$ cat config.mk
export PLATFORM = sky130hd
export DESIGN_NAME = game_timer
export DESIGN_NICKNAME = d
export VERILOG_FILES = /design/src/rtl/game_timer.sv
export SDC_FILE = /design/constraint.sdc
export NUM_CORES = 1
export LEC_CHECK = 0
export CAP_MARGIN = 20
export CORE_UTILIZATION = 40
export CTS_CLUSTER_DIAMETER = 50
export DETAILED_ROUTE_END_ITERATION = 7
export PLACE_DENSITY = 0.71
export SYNTH_ARGS = -nofsm -noshare
export SYNTH_HDL_FRONTEND = slang
export SYNTH_SLANG_ARGS = --single-unit
$ cat constraint.sdc
create_clock -name clock -period 4.7 [get_ports clock]
set_clock_uncertainty 0.1 [all_clocks]
set_input_delay 0.94 -clock clock [delete_from_list [all_inputs] [get_ports clock]]
set_output_delay 0.94 -clock clock [all_outputs]
set_load 0.005 [all_outputs]
$ cat src/rtl/game_timer.sv
// Air-hockey match clock: divides the board clock to a 1 s tick and counts M:SS down to 0:00
// under start/pause/restart button control, flagging end of match.
module game_timer #(
    parameter int CLK_HZ    = 50_000_000,
    parameter int START_MIN = 3
) (
    input  logic        clock,
    input  logic        ctrl_reset_n,
    input  logic        btn_start,
    input  logic        btn_pause,
    input  logic        btn_restart,
    output logic [31:0] m,
    output logic [31:0] s10,
    output logic [31:0] s1,
    output logic        running,
    output logic        done,
    output logic        time_up
);

    localparam int PW = (CLK_HZ > 1) ? $clog2(CLK_HZ) : 1;
    localparam logic [PW-1:0] PRESC_MAX = PW'(CLK_HZ - 1);
    localparam logic [3:0]    MIN_LOAD  = 4'(START_MIN);

    typedef enum logic [1:0] {IDLE, RUN, PAUSED, DONE} state_t;

    // Button order in the vectors below: [0] start, [1] pause, [2] restart.
    logic [2:0] btn_raw;
    logic [2:0] sync1_reg, sync2_reg, prev_reg;
    logic [2:0] pulse;

    assign btn_raw = {btn_restart, btn_pause, btn_start};

    genvar gi;
    generate
        for (gi = 0; gi < 3; gi++) begin : g_btn
            always_ff @(posedge clock or negedge ctrl_reset_n) begin
                if (!ctrl_reset_n) begin
                    sync1_reg[gi] <= 1'b0;
                    sync2_reg[gi] <= 1'b0;
                    prev_reg[gi]  <= 1'b0;
                end else begin
                    sync1_reg[gi] <= btn_raw[gi];
                    sync2_reg[gi] <= sync1_reg[gi];
                    prev_reg[gi]  <= sync2_reg[gi];
                end
            end
            assign pulse[gi] = sync2_reg[gi] & ~prev_reg[gi];
        end
    endgenerate

    state_t        state_reg, state_next;
    logic [PW-1:0] presc_reg, presc_next;
    logic [3:0]    m_reg, m_next, s10_reg, s10_next, s1_reg, s1_next;
    logic [3:0]    m_dec, s10_dec, s1_dec;
    logic          time_up_reg, time_up_next;
    logic          tick, dec_zero;

    assign tick = (state_reg == RUN) && (presc_reg == PRESC_MAX);

    // BCD borrow chain; minutes cannot underflow because 0:00 ends the match first.
    always_comb begin
        m_dec   = m_reg;
        s10_dec = s10_reg;
        s1_dec  = s1_reg;
        if (s1_reg != 4'd0) begin
            s1_dec = s1_reg - 4'd1;
        end else begin
            s1_dec = 4'd9;
            if (s10_reg != 4'd0) begin
                s10_dec = s10_reg - 4'd1;
            end else begin
                s10_dec = 4'd5;
                m_dec   = m_reg - 4'd1;
            end
        end
    end

    assign dec_zero = (m_dec == 4'd0) && (s10_dec == 4'd0) && (s1_dec == 4'd0);

    always_comb begin
        state_next   = state_reg;
        presc_next   = presc_reg;
        m_next       = m_reg;
        s10_next     = s10_reg;
        s1_next      = s1_reg;
        time_up_next = 1'b0;
        if (pulse[2]) begin
            state_next = IDLE;
            presc_next = '0;
            m_next     = MIN_LOAD;
            s10_next   = 4'd0;
            s1_next    = 4'd0;
        end else begin
            case (state_reg)
                IDLE: begin
                    if (pulse[0]) state_next = RUN;
                end
                RUN: begin
                    presc_next = tick ? '0 : presc_reg + 1'b1;
                    if (tick) begin
                        m_next   = m_dec;
                        s10_next = s10_dec;
                        s1_next  = s1_dec;
                    end
                    if (tick && dec_zero) begin
                        state_next   = DONE;
                        time_up_next = 1'b1;
                    end else if (pulse[1]) begin
                        state_next = PAUSED;
                    end
                end
                PAUSED: begin
                    if (pulse[0] || pulse[1]) state_next = RUN;
                end
                DONE: begin
                    state_next = DONE;
                end
                default: state_next = IDLE;
            endcase
        end
    end

    always_ff @(posedge clock or negedge ctrl_reset_n) begin
        if (!ctrl_reset_n) begin
            state_reg   <= IDLE;
            presc_reg   <= '0;
            m_reg       <= MIN_LOAD;
            s10_reg     <= 4'd0;
            s1_reg      <= 4'd0;
            time_up_reg <= 1'b0;
        end else begin
            state_reg   <= state_next;
            presc_reg   <= presc_next;
            m_reg       <= m_next;
            s10_reg     <= s10_next;
            s1_reg      <= s1_next;
            time_up_reg <= time_up_next;
        end
    end

    assign m       = {28'd0, m_reg};
    assign s10     = {28'd0, s10_reg};
    assign s1      = {28'd0, s1_reg};
    assign running = (state_reg == RUN);
    assign done    = (state_reg == DONE);
    assign time_up = time_up_reg;

endmodule

==> impl_summary.md, run 1 <==
Floorplan
During I/O placement, the number of pins put on the boundary was 104. After floorplanning, the core was sized to cover 7730 µm². The effective utilization at floorplan is 0.412. The die outline width is 91.2 µm. The die area is 8320 µm². The cell row count is 32. Measured along the y axis, the die boundary spans 91.2 µm.

Yosys
The biggest area contributor in the post-synthesis netlist is sky130_fd_sc_hd__dfrtp_1. Of the total synthesized cell area, the portion taken by XOR and XNOR cells is 0.0192. The average instance area after synthesis is 9.37 µm². After synthesis, the cell types taking the most area are sky130_fd_sc_hd__dfrtp_1, sky130_fd_sc_hd__buf_4, sky130_fd_sc_hd__a21oi_1, sky130_fd_sc_hd__or3_1, sky130_fd_sc_hd__o31ai_1. The post-synthesis mux area share is 0.0130. Among all cell types in the netlist, the one instantiated most often is sky130_fd_sc_hd__buf_4. By area, the combinational part of the netlist is dominated by buffers and inverters. By count the netlist is led by sky130_fd_sc_hd__buf_4, sky130_fd_sc_hd__dfrtp_1, sky130_fd_sc_hd__a21oi_1, sky130_fd_sc_hd__nand2_1, sky130_fd_sc_hd__or3_1. The number of warnings printed during yosys synthesis is 0. Of the total synthesized cell area, the portion taken by full adders, half adders and majority gates is 0.00786. Of the total synthesized cell area, the portion taken by AND, OR, NAND and NOR gates is 0.212. The share of synthesized area in the top cell type comes to 0.377. The mapped cell area is 3190 µm². In this run, synthesis produced a sequential element count of 50.

Counting flops with a built-in enable in the synthesized netlist gives 0. The post-synthesis cell type count is 50. The gate count of the mapped netlist is 340. The most used flip-flop cell after synthesis is sky130_fd_sc_hd__dfrtp_1.

The fraction of registers with async set or reset after synthesis is 1.00. For this run, the register share of the synthesized area comes to 0.394. The fraction of the mapped netlist area in compound gates came to 0.129.

STA
In the finished design, the share of the clock period the worst path needs comes to 0.620. The slack of the critical path is 1.79 ns. The smallest clock period supported by the final layout is computed as 2.91 ns. The slew at the pin closest to its max-slew limit is 0.788 ns. Adding up every negative setup slack in the final design gives 0 ns. The hold violation total from the final report is 0. The total count of max-transition violations in the final report was 0. Setup repair after global routing left no endpoint under its margin. The worst pin sits at a relative slew slack of 0.474.

The setup-violating endpoint count in the final report is 0. Timing would allow up to 343 MHz.

GRT
Summed over all layers, the global routing overflow is 0. The global router's overall resource usage is 0.144. The first global-routing pass estimated 9710 µm of wire. The number of antenna violations at the first check in global routing is 0. The via count of the first global-routing pass was 2,100. Entering global routing, the biggest net connects 31 pins.

Critical path
The critical path goes through nand2b_1 > inv_1 > clkdlybuf4s50_1. For this design, the slowest cell found on the critical path is sky130_fd_sc_hd__clkdlybuf4s50_1. At the worst endpoint, the required time is 3.66 ns. In this design, the stage delay of the slowest critical-path cell is 0.57 ns.

STA puts the critical path data arrival time at 1.87 ns. STA classifies the critical path endpoint as an output pin. Along the worst path, the maximum fanout reaches 12. The critical path in this run is classified as reg -> out.

STA classifies the critical path startpoint as a flip-flop.

Place
The final weighted congestion in routability-driven placement is 0.823. OpenSTA, run right after detailed placement, puts the worst setup slack at 2.13 ns. Detailed placement ended at an HPWL of 4010 µm. The count of port buffers added during placement is 19. The cell total after placement is 452. The placed instances occupy a cell area of 3150 µm².

CTS
In this run the number of H-tree levels came out at 2. The root buffer cell is sky130_fd_sc_hd__clkbuf_8. Counting along the longest clock path gives a buffer depth of 2.

The number of hold buffers added after CTS is 0. After clock tree synthesis, the setup repair step added 0 buffers. The total of cells resized after clock tree synthesis is 0. In this run, CTS created clock tree buffers numbering 5. Clock-pin slew was measured on the worst setup and hold paths at 0.09 ns. The clock insertion delay at the later pin of the skew report is 0.31 ns. CTS saw 50 sinks. The clock tree from TritonCTS is built.

Outcome
The flow ran to the end, and the final reports show no timing, DRC or antenna violations.

Job
The total of max-cap violations is 0.

Min path
The worst hold path belongs to the class reg -> reg.

Layout
The area growth from synthesis to layout is 3.50%. For this run, the post-layout net count is 364. The number of antenna cells inserted is 0. After routing the design area is 3300 µm². The register with the most flip-flops in the layout has 26 of them.

The count of placed standard cells in the final layout, fillers left out is 460. The fraction of layout instances using a drive strength above 1 is 0.0642. The layout has 779 filler cells.

Drt
The routed design has 5740 µm of wire. In the routed layout, each cell is associated on average with a via count of 5.00. The routed layout has 2,298 vias. The average routed wire per standard cell is 12.5 µm.

The count of nets left with antenna violations once routing finished came out at 0. The detailed router finished its first iteration with 135 violations. The first TritonRoute pass finished after 4 iterations. After detailed routing, the number of remaining DRC violations is 0.

Power and ir drop
After layout, the design draws a total of 911 µW. The leakage power is 0.00145 µW. The power density relative to cell area is 276 nW/µm².

The worst-case vdd ir drop is 0.148 mV.
where the power goes:
group | total (µW) | internal, µW | switching (µW)
sequential | 457 | 444 | 13.3
combinational | 80.0 | 24.5 | 55.4
clock | 374 | 227 | 147
total | 911 | 695 | 216
critical path, delay by kind of cell, from the launching register on:
kind / cells / cell delay (ns)
simple gates: 1 / 0.25
buf+inv: 2 / 0.90
flops: 1 / 0.42
through the flow:
stage                      util  hold slack (ns)
after CTS                 0.427            0.256
final                     0.427            0.255
after floorplan               -            0.231
after global routing      0.427            0.265
after global placement    0.406            0.232
after detailed placement  0.408            0.235
layout make-up:
class / count / area (µm²) / area share
clock buffers: 6 / 82.6 / 0.0250
well taps: 102 / 128 / 0.0387
inverters: 6 / 22.5 / 0.00683
multi-input cells: 272 / 1530 / 0.464
repair buffers: 22 / 220 / 0.0668
flip-flops and latches: 50 / 1250 / 0.380
clock inverters: 2 / 60.1 / 0.0182
placed cells by master, fill, tap and decap left out, types with 3 or more instances in the layout:
cell type and n:
sky130_fd_sc_hd__conb_1 84, sky130_fd_sc_hd__dfrtp_1 48, sky130_fd_sc_hd__a21oi_1 22, sky130_fd_sc_hd__nand2_1 19
sky130_fd_sc_hd__clkdlybuf4s50_1 18, sky130_fd_sc_hd__or3_1 15, sky130_fd_sc_hd__nor2_1 13, sky130_fd_sc_hd__o21ai_0 13
sky130_fd_sc_hd__or4_1 11, sky130_fd_sc_hd__o31ai_1 11, sky130_fd_sc_hd__nand4_1 10, sky130_fd_sc_hd__inv_1 6
sky130_fd_sc_hd__nand2b_1 6, sky130_fd_sc_hd__clkbuf_8 6, sky130_fd_sc_hd__nor4_1 5, sky130_fd_sc_hd__nand3_1 5
sky130_fd_sc_hd__o311ai_0 5, sky130_fd_sc_hd__xor2_1 5, sky130_fd_sc_hd__and4_1 4, sky130_fd_sc_hd__nor2b_1 3
sky130_fd_sc_hd__mux2i_1 3, sky130_fd_sc_hd__o2111ai_1 3
logic make-up after synthesis:
logic type	count (synthesis)
flops	50
fa+ha+maj	2
other cells	1
compound gates	64
simple gates	111
mux	4
buf+inv	101
xor+xnor	7
layer usage:
| metal | vias to the layer above | wire length, µm | part of all wire | GRT usage |
|---|---|---|---|---|
| met5 | - | 0 | 0 | 0 |
| met4 | 0 | 65 | 0.011 | 0.0516 |
| met3 | 5 | 251 | 0.044 | 0.0327 |
| met2 | 80 | 2790 | 0.49 | 0.239 |
| met1 | 1116 | 2630 | 0.46 | 0.184 |
| li1 | 1097 | - | - | - |
worst paths after layout:
path                       cells past startpoint  slack, ns             to          from
min reg2reg                                    0       0.25   sync2_reg[2]  sync1_reg[2]
max reg2reg                                    5       2.24       m_reg[1]  presc_reg[0]
max                                            3       1.79        running  state_reg[1]
min                                            0       0.25   sync2_reg[2]  sync1_reg[2]
max in group asynchronous                      2       3.50      s1_reg[0]  ctrl_reset_n
min in group asynchronous                      1       0.48  presc_reg[21]  ctrl_reset_n
Note: power is estimated with default switching activity, not from simulation.
==> run 2, diff against run 1 <==
PLACE_DENSITY = 0.74   (was 0.71)
clock period = 2.6 ns   (was 4.7 ns; I/O delays follow)
==> impl_summary.md, run 2 (synthesis gave the netlist of run 1 again) <==
Critical path
The type of the worst setup path is reg -> reg (was reg -> out). The required time of the worst setup path is 2.70 ns (was 3.66 ns). The maximum fanout count along the critical path came to 9 (was 12).

The data arrival at the endpoint of the critical path is 2.50 ns (was 1.87 ns). The element type at the critical path start was a flip-flop (unchanged). The slowest library cell on the worst path is sky130_fd_sc_hd__or4_1 (was sky130_fd_sc_hd__clkdlybuf4s50_1). The delay of the slowest cell on the worst path is 0.67 ns (was 0.57 ns). Cell-by-cell trace of the critical path: ha_1 > nand4b_2 > or4_1 > or2_1 > o31ai_1 (was nand2b_1 > inv_1 > clkdlybuf4s50_1). The type of element capturing the critical path is a flip-flop (was output pin).

STA
The aggregate negative setup slack is 0 ns (unchanged). The final period utilization is 0.921. The post-route minimum period is 2.40 ns.

The tightest slew margin relative to the limit is 0.481 (was 0.474). Unrepaired setup endpoints after global routing: no (unchanged). The total count of max-transition violations in the final report is 0 (unchanged). The setup-violating endpoint count in the final report is 0 (unchanged). The hold violation total from the final report is 0 (unchanged). The post-route worst hold slack is 0.157 ns (was 0.255 ns). Timing would allow up to 418 MHz. The slew at the pin closest to its max-slew limit is 0.778 ns (was 0.788 ns).

Floorplan
The cell row count is 32 (unchanged). The die boundary height is 91.2 µm (unchanged). The number of primary I/O pins is 104 (unchanged). The effective utilization at floorplan is 0.412 (unchanged).

The die area is 8320 µm² (unchanged). The die outline width is 91.2 µm (unchanged). The area of the core was 7730 µm² (unchanged).

Drt
The average routed wire per standard cell is 12.7 µm (was 12.5 µm). The overall via count from detail_route is 2,317 (was 2,298). The remaining antenna violation count after routing is 0 (unchanged). The count of TritonRoute iterations in the first routing pass came to 4 (unchanged). The aggregate routed wire length is 5910 µm (was 5740 µm).

The routed via count divided by cell count came to 4.97 (was 5.00). The DRC violation count after routing was 0 (unchanged). The number of DRC markers after the initial detailed-route iteration is 89 (was 135).

GRT
The global-route wire length before repair is 9930 µm (was 9710 µm). The via count of the first global-routing pass is 2,108 (was 2,100). The global router's overall resource usage is 0.147 (was 0.144). The maximum number of pins on one net before global-route repair is 33 (was 31).

The number of antenna violations at the first check in global routing is 0 (unchanged). The met1 capacity usage during global routing came to 0.188 (was 0.184). The met3 usage was 0.0276 (was 0.0327).

The most used routing layer in global routing is met2 (unchanged). The sum of overflow across all layers after global routing was 0 (unchanged). The met2 global-route usage came to 0.247 (was 0.239).

CTS
The clock insertion delay at the later pin of the skew report came to 0.31 ns (about the same). The number of CTS-inserted buffers is 5 (unchanged). The CTS clock-pin slew for the worst setup and hold paths is 0.09 ns (about the same). The number of hold buffers added after CTS is 0 (unchanged).

The total of cells resized after clock tree synthesis is 0 (unchanged). The number of buffers inserted by post-CTS setup repair came to 0 (unchanged). The clock sink total came to 50 (unchanged). The number of buffers between clock root and the deepest sink is 2 (unchanged). The CTS H-tree depth is 2 (unchanged). The root buffer cell is sky130_fd_sc_hd__clkbuf_8 (unchanged). The clock tree from TritonCTS was built (unchanged).

Outcome
Result of the run: completed (unchanged).

Job
The total of max-cap violations is 0 (unchanged).

Power and ir drop
The power density relative to cell area is 440 nW/µm² (was 276 nW/µm²). The worst-case vdd ir drop is 0.276 mV (was 0.148 mV). The leakage power is 0.00146 µW (was 0.00145 µW).

Layout
The multi-input logic area is 1530 µm² (unchanged). The number of antenna cells inserted is 0 (unchanged). The final-stage net count is 370 (was 364). The area growth from synthesis to final layout is 3.30% (was 3.50%). The filler cell count is 773 (was 779). The fraction of layout instances using a drive strength above 1 came to 0.0769 (was 0.0642). Highest-count cells in the layout ignoring fill and taps: sky130_fd_sc_hd__conb_1, sky130_fd_sc_hd__dfrtp_1, sky130_fd_sc_hd__a21oi_1 (unchanged). The number of flip-flops in the largest register came to 26 (unchanged). The most frequent standard cell in the layout excluding fill and tap cells is sky130_fd_sc_hd__conb_1 (unchanged). The register area is 1250 µm² (unchanged).

Place
The placed wire-length estimate came to 4210 µm (was 4010 µm). The final weighted congestion in routability-driven placement was 0.793 (was 0.823). The count of port buffers added during placement is 19 (unchanged).

Min path
The type of the most critical hold path is in -> async (was reg -> reg).
-- run 2: changes by cell type in the layout (fill, tap and decap cells not counted), sizes merged --
cell | before | now
buf | 4 | 10
bufinv | 2 | 0
clkbuf | 6 | 7
clkinv | 0 | 1
-- run 2: final timing paths --
check / from / slack (ns) / to / cells after the start
min: ctrl_reset_n / 0.16 / sync2_reg[1] / 1
min in group clock: sync1_reg[1] / 0.25 / sync2_reg[1] / 0
max reg2reg: presc_reg[0] / 0.20 / m_reg[2] / 5
max in group asynchronous: ctrl_reset_n / 1.54 / presc_reg[12] / 2
max: presc_reg[0] / 0.20 / m_reg[2] / 5
min reg2reg: sync1_reg[1] / 0.25 / sync2_reg[1] / 0
-- run 2: critical path: cells and delay by family (launching register included) --
family | cells | cell delay [ns]
AND/OR/NAND/NOR | 3 | 1.17
AO/OA/AOI/OAI | 1 | 0.29
flip-flops | 1 | 0.39
adder cells (fa/ha/maj) | 1 | 0.34
-- run 2: metrics by stage --
| step | instance area, µm² | setup slack [ns] | std cells | total power [µW] | util |
|---|---|---|---|---|---|
| finish | 3290 | 0.205 | 466 | 1450 | 0.426 |
| CTS | 3290 | 0.216 | 466 | 1460 | 0.426 |
| global route | 3290 | 0.0436 | 466 | 1520 | 0.426 |
| global placement | 3200 | 0.303 | 458 | 990 | 0.414 |
| detailed placement | 3200 | 0.226 | 458 | 995 | 0.414 |
| floorplan | 3500 | 0.493 | 423 | 1030 | - |
-- run 2: layout make-up --
class,instances,area share
Timing Repair Buffer,28,0.0806
Clock inverter,1,0.00152
Tap cell,102,0.0388
Sequential cell,50,0.381
Clock buffer,7,0.0262
Inverter,6,0.00684
Multi-Input combinational cell,272,0.465
-- run 2: report_power, final --
part / internal, µW / total, µW / switching, µW / leakage, µW
Combinational: 52.0 / 158 / 106 / 0.000742
Clock: 215 / 469 / 253 / 0.0000482
Sequential: 802 / 823 / 20.9 / 0.000666
-- run 2: per-layer routing --
metal  vias to the layer above  wire, µm
met5                         -         0
met4                         0        55
met3                         6       241
met2                        72      2930
met1                      1128      2680
li1                       1111         -
